===== src/rtl/riscv_bram_arbiter_pkg.sv =====
// Shared types for the BRAM arbiter: FSM state encoding (ST_IDLE/ST_RMW)
// and requester identifiers (PORT_IF/PORT_D).
package riscv_bram_arbiter_pkg;

    typedef enum logic {
        ST_IDLE = 1'b0,
        ST_RMW  = 1'b1
    } state_t;

    typedef enum logic {
        PORT_IF = 1'b0,
        PORT_D  = 1'b1
    } port_t;

endpackage


===== src/rtl/riscv_bram_byte_merge.sv =====
// Combinational byte merge: each strobed byte is taken from new_word,
// every other byte is kept from old_word.
module riscv_bram_byte_merge #(
    parameter int WORD_LENGTH = 32
) (
    input  logic [WORD_LENGTH-1:0]   old_word,
    input  logic [WORD_LENGTH-1:0]   new_word,
    input  logic [WORD_LENGTH/8-1:0] wstrb,
    output logic [WORD_LENGTH-1:0]   merged
);

    // Select each byte lane independently from the strobe bit
    always_comb begin
        merged = old_word;
        for (int b = 0; b < WORD_LENGTH / 8; b++) begin
            if (wstrb[b]) begin
                merged[b*8 +: 8] = new_word[b*8 +: 8];
            end
        end
    end

endmodule


===== src/rtl/riscv_bram_arbiter.sv =====
// Arbiter sharing one BRAM between the instruction-fetch (IF) and data (D)
// ports. Loads/fetches read in the accept cycle and return registered data
// one cycle later; full stores write directly; partial stores perform a
// read-modify-write through the ST_RMW state.
// Optional macro RISCV_BRAM_ARB_RR_EN: round-robin arbitration on contention
// (default build: fixed priority, D over IF).
//
// Handshake: a request transfers in a cycle where valid & ready are both 1;
// ready may depend combinationally on valid, and the requester holds valid,
// addr and data stable until ready. Responses are single-cycle valid pulses
// with no backpressure.
module riscv_bram_arbiter
    import riscv_bram_arbiter_pkg::*;
#(
    parameter int WORD_LENGTH = 32,
    parameter int ADDR_LENGTH = 14
) (
    input  logic                     clk,
    input  logic                     rst,
    input  logic                     if_req_valid,
    output logic                     if_req_ready,
    input  logic [ADDR_LENGTH-1:0]   if_req_addr,
    output logic                     if_rsp_valid,
    output logic [WORD_LENGTH-1:0]   if_rsp_rdata,
    input  logic                     d_req_valid,
    output logic                     d_req_ready,
    input  logic [ADDR_LENGTH-1:0]   d_req_addr,
    input  logic                     d_req_we,
    input  logic [WORD_LENGTH/8-1:0] d_req_wstrb,
    input  logic [WORD_LENGTH-1:0]   d_req_wdata,
    output logic                     d_rsp_valid,
    output logic [WORD_LENGTH-1:0]   d_rsp_rdata,
    output logic                     bram_write_en,
    output logic [ADDR_LENGTH-1:0]   bram_waddr,
    output logic [WORD_LENGTH-1:0]   bram_wdata,
    output logic [ADDR_LENGTH-1:0]   bram_raddr,
    input  logic [WORD_LENGTH-1:0]   bram_dout
);

    localparam int STRB_W = WORD_LENGTH / 8;

    state_t                 state_q;
    state_t                 state_d;
    port_t                  winner;
    logic                   grant_d;
    logic                   grant_if;
    logic                   store_full;
    logic                   store_partial;
    logic [ADDR_LENGTH-1:0] rmw_addr;
    logic [WORD_LENGTH-1:0] rmw_wdata;
    logic [WORD_LENGTH-1:0] rmw_old;
    logic [STRB_W-1:0]      rmw_wstrb;
    logic [WORD_LENGTH-1:0] rmw_merged;

    assign store_full    = &d_req_wstrb;
    assign store_partial = ~store_full & (|d_req_wstrb);

`ifdef RISCV_BRAM_ARB_RR_EN
    port_t prio_q;

    // Pick the requester: on contention the priority pointer decides
    always_comb begin
        winner = PORT_IF;
        if (d_req_valid && if_req_valid) begin
            winner = prio_q;
        end else if (d_req_valid) begin
            winner = PORT_D;
        end
    end

    // Flip the pointer away from the winner only after a contended grant
    always_ff @(posedge clk or posedge rst) begin
        if (rst) begin
            prio_q <= PORT_D;
        end else if (d_req_valid && if_req_valid && state_q == ST_IDLE) begin
            prio_q <= (winner == PORT_D) ? PORT_IF : PORT_D;
        end
    end
`else
    // Fixed priority: D always wins when it is requesting
    always_comb begin
        winner = d_req_valid ? PORT_D : PORT_IF;
    end
`endif

    assign grant_d  = (state_q == ST_IDLE) & d_req_valid  & (winner == PORT_D);
    assign grant_if = (state_q == ST_IDLE) & if_req_valid & (winner == PORT_IF);

    // FSM state register
    always_ff @(posedge clk or posedge rst) begin
        if (rst) begin
            state_q <= ST_IDLE;
        end else begin
            state_q <= state_d;
        end
    end

    // FSM next state: a granted partial store spends one extra cycle in RMW
    always_comb begin
        state_d = state_q;
        case (state_q)
            ST_IDLE: if (grant_d && d_req_we && store_partial) state_d = ST_RMW;
            ST_RMW:  state_d = ST_IDLE;
            default: state_d = ST_IDLE;
        endcase
    end

    riscv_bram_byte_merge #(
        .WORD_LENGTH (WORD_LENGTH)
    ) u_merge (
        .old_word (rmw_old),
        .new_word (rmw_wdata),
        .wstrb    (rmw_wstrb),
        .merged   (rmw_merged)
    );

    // FSM outputs: handshakes and BRAM port drive
    always_comb begin
        if_req_ready  = grant_if;
        d_req_ready   = grant_d;
        bram_write_en = 1'b0;
        bram_waddr    = d_req_addr;
        bram_wdata    = d_req_wdata;
        bram_raddr    = grant_d ? d_req_addr : if_req_addr;
        if (state_q == ST_RMW) begin
            bram_write_en = 1'b1;
            bram_waddr    = rmw_addr;
            bram_wdata    = rmw_merged;
            bram_raddr    = rmw_addr;
        end else if (grant_d && d_req_we && store_full) begin
            bram_write_en = 1'b1;
        end
    end

    // Registered responses and the latched read-modify-write context
    always_ff @(posedge clk or posedge rst) begin
        if (rst) begin
            if_rsp_valid <= 1'b0;
            if_rsp_rdata <= '0;
            d_rsp_valid  <= 1'b0;
            d_rsp_rdata  <= '0;
            rmw_addr     <= '0;
            rmw_wdata    <= '0;
            rmw_old      <= '0;
            rmw_wstrb    <= '0;
        end else begin
            if_rsp_valid <= grant_if;
            d_rsp_valid  <= 1'b0;
            if (grant_if) begin
                if_rsp_rdata <= bram_dout;
            end
            if (state_q == ST_RMW) begin
                d_rsp_valid <= 1'b1;
                d_rsp_rdata <= '0;
            end else if (grant_d) begin
                if (d_req_we && store_partial) begin
                    rmw_addr  <= d_req_addr;
                    rmw_wdata <= d_req_wdata;
                    rmw_wstrb <= d_req_wstrb;
                    rmw_old   <= bram_dout;
                end else begin
                    d_rsp_valid <= 1'b1;
                    d_rsp_rdata <= d_req_we ? '0 : bram_dout;
                end
            end
        end
    end

endmodule

===== config.mk =====
export PLATFORM = sky130hd
export DESIGN_NAME = riscv_bram_arbiter
export DESIGN_NICKNAME = d
export VERILOG_FILES = /design/src/rtl/riscv_bram_arbiter_pkg.sv /design/src/rtl/riscv_bram_byte_merge.sv /design/src/rtl/riscv_bram_arbiter.sv
export SDC_FILE = /design/constraint.sdc
export NUM_CORES = 1
export LEC_CHECK = 0
export ABC_AREA = 1
export CORE_ASPECT_RATIO = 1.1
export CORE_MARGIN = 8
export CORE_UTILIZATION = 49
export DETAILED_ROUTE_END_ITERATION = 10
export MAX_ROUTING_LAYER = met4
export PLACE_DENSITY = 0.86
export SYNTH_ARGS = -nofsm -noshare
export SYNTH_HDL_FRONTEND = slang
export SYNTH_SLANG_ARGS = --single-unit

===== constraint.sdc =====
create_clock -name clk -period 12.4 [get_ports clk]
set_clock_uncertainty 0.15 [all_clocks]
set_input_delay 2.48 -clock clk [delete_from_list [all_inputs] [get_ports clk]]
set_output_delay 2.48 -clock clk [all_outputs]
set_load 0.01 [all_outputs]

==> results.json <==
{
  "p_int_w": 0.000989,
  "vdd_ir_drop_max_uv": 112,
  "seqCellArea_um2": 3730,
  "grt_usage": 0.237,
  "drc": 0,
  "synth_seq_cells": 149,
  "finalInstanceArea_um2": 9490,
  "h-tree-depth": 4,
  "path_class": "in2out",
  "dieArea_um2": 17600,
  "vias": 6206,
  "finalCritPeriodShare": 0.631,
  "cp-end-kind": "output port",
  "post_cts_resized": 0,
  "crit_start": "d_req_valid",
  "grt_overflow": 0,
  "die_h_um": 138,
  "drtIter0Drc": 513,
  "drv_slew": 0,
  "power_density_nw_per_um2": 149,
  "grt_max_degree": 92,
  "avgViaCountPerCell": 5.19,
  "ys_types": 21,
  "fillers": 991,
  "cts_made_buffers": 17,
  "drive_above_1_share": 0.0445,
  "rr_worst_depth": 9,
  "switching_share": 0.299,
  "die_x_um": 127,
  "r2r_end": "rmw_wstrb[1]",
  "pwr-share-seq": 0.432,
  "cts_hold_buf": 0,
  "antenna_found_initial": 0,
  "p_total_w": 0.00141,
  "drt-total-wl_mm": 20.3,
  "r2r-start": "state_q",
  "setup_ws_ns": 4.58,
  "crit_required_ns": 9.77,
  "dp_hpwl_mm": 14.3,
  "finalSetupTns_ns": 0,
  "clockPowerShare": 0.335,
  "dp_cells": 1163,
  "critPathCapture": "if_req_ready",
  "netlist.area_leader.share": 0.561,
  "outcome": "finished, final reports clean",
  "p_leak_nw": 4.67,
  "clkSinkCount": 149,
  "grt_first_pass_wirelength_mm": 32.1,
  "clk_path_buf_depth": 2,
  "wire_per_inst_um": 17.0,
  "io_pins": 230,
  "finalSetupViolCount": 0,
  "worst_setup_path_start_kind": "input port",
  "syn_nets": 917,
  "cts_setup_buffers": 0,
  "cp_max_fo": 36,
  "root_buffer": "clkbuf_16",
  "synth.yosys.seq_area_share": 0.561,
  "placed_area_um2": 8940,
  "n_antenna_cell": 0,
  "fin_nets": 1122,
  "slew_headroom": 0.372,
  "rrSetupSlack_ns": 8.68,
  "syn_to_final_growth_pct": 42.7,
  "dp_slack_ns": 4.58,
  "fin_cells": 1195,
  "synth.avg_cell_area_um2": 8.15,
  "grt_pass1_vias": 6035,
  "multiInputGateArea_um2": 2390,
  "yosysTopAreaCell": "dfrtp_1",
  "gp_congestion": 0.844,
  "postRouteAntennaNets": 0,
  "cts_tree": "yes",
  "cap_violations": 0,
  "worst_slew_pin_slew_ns": 0.942,
  "port_buffers": 229,
  "rows": 44,
  "yosysWarnings": 0,
  "dr.pass1.iters": 7,
  "syn_inst": 816,
  "rsz0062_at_grt": "false",
  "core_um2": 13200,
  "period_needed_ns": 7.82,
  "p_switching_w": 0.000422,
  "cts.clk_slew.worst_paths_ns": 0.06,
  "start_util": 0.503,
  "finalHoldViolCount": 0,
  "holdPathStages": 2,
  "hold_path.class": "reg2reg",
  "yosys-top-cells-area": "dfrtp_1, nand2_1, o21ai_0, inv_1, o22ai_1",
  "power_frac_comb": 0.233,
  "fmax_ghz": 0.128,
  "netlist_area_um2": 6650,
  "worstSkewPairLatency_ns": 0.41,
  "critPathArrivalTime_ns": 5.19
}
## flip-flops by register name, indices dropped and copies added (netlist names)
register and cells:
d_rsp_rdata 32, if_rsp_rdata 32, rmw_old 32, rmw_wdata 32
rmw_addr 14, rmw_wstrb 4, d_rsp_valid 1, if_rsp_valid 1
state_q 1
## per-stage QoR
step | util | hold WS [ns]
floorplan | - | 0.294
global placement | 0.677 | 0.305
detailed placement | 0.677 | 0.310
CTS | 0.718 | 0.327
global route | 0.718 | 0.335
finish | 0.718 | 0.325
## power by group through the flow
stage               Combinational [W]  Sequential [W]  Clock, W
detailed placement           0.000330        0.000616         0
CTS                          0.000333        0.000609  0.000482
floorplan                    0.000145        0.000618         0
global placement             0.000324        0.000612         0
global route                 0.000360        0.000619  0.000506
finish                       0.000329        0.000610  0.000472
## worst max-delay path, cell delays in order
cell and delay, ns:
clkdlybuf4s50_1 0.53, or2_1 0.48, or2_1 0.18, buf_4 0.35
clkinv_2 0.50, clkdlybuf4s50_1 0.63
## layout make-up
class                   count  area share
clock inverters            14      0.0125
inverters                  72      0.0297
flip-flops and latches    149       0.393
multi-input cells         545       0.251
well taps                 161      0.0212
repair buffers            236       0.247
clock buffers              18      0.0452
## synthesized netlist by cell type
| master | count |
|---|---|
| inv_1 | 68 |
| o22ai_1 | 31 |
| clkinv_1 | 1 |
| o21ai_0 | 95 |
| inv_2 | 1 |
| nor2_1 | 36 |
| clkbuf_1 | 23 |
| o221ai_1 | 13 |
| dfrtp_1 | 149 |
| nand2_4 | 1 |
| nand3_1 | 33 |
| buf_2 | 17 |
| a31oi_1 | 1 |
| buf_1 | 3 |
| buf_6 | 7 |
| inv_6 | 1 |
| or2_1 | 2 |
| o21ai_1 | 2 |
| clkinv_2 | 1 |
| nand2_1 | 330 |
| nand4_4 | 1 |
## placed cells by master, fill, tap and decap left out, types with 2 or more instances in the layout
cell type	n
clkdlybuf4s50_1	229
or2_1	2
inv_1	67
inv_6	8
o22ai_1	31
o221ai_1	13
dfrtp_1	148
buf_4	7
clkinv_4	4
o21ai_0	95
clkinvlp_4	2
clkinv_2	2
o21ai_1	2
clkbuf_16	17
nor2_1	35
nand3_1	33
nand2_1	330
## worst min-delay path by stage
stage	to	from	slack [ns]
after detailed placement	rmw_old[10]	rmw_old[10]	0.31
after CTS	rmw_old[9]	rmw_old[9]	0.33
final	rmw_old[21]	rmw_old[21]	0.33
after global placement	rmw_old[10]	rmw_old[10]	0.31
after global routing	rmw_old[9]	rmw_old[9]	0.34
after floorplan	rmw_old[0]	rmw_old[0]	0.29
## cell families (layout without fill, tap and decap cells)
logic type,count (synthesis),after routing,synth area share
AND/OR/NAND/NOR,403,403,0.238
flip-flops,149,149,0.561
buffers and inverters,122,340,0.0809
AO/OA/AOI/OAI,142,142,0.120
## routing by layer
layer | global-route usage | vias up | part of all wire
li1 | - | 3013 | -
met4 | 0.116 | 0 | 0.034
met3 | 0.0515 | 38 | 0.060
met5 | - | - | 0
met2 | 0.379 | 216 | 0.49
met1 | 0.279 | 2939 | 0.41
Power figures use the tool's default switching activity.
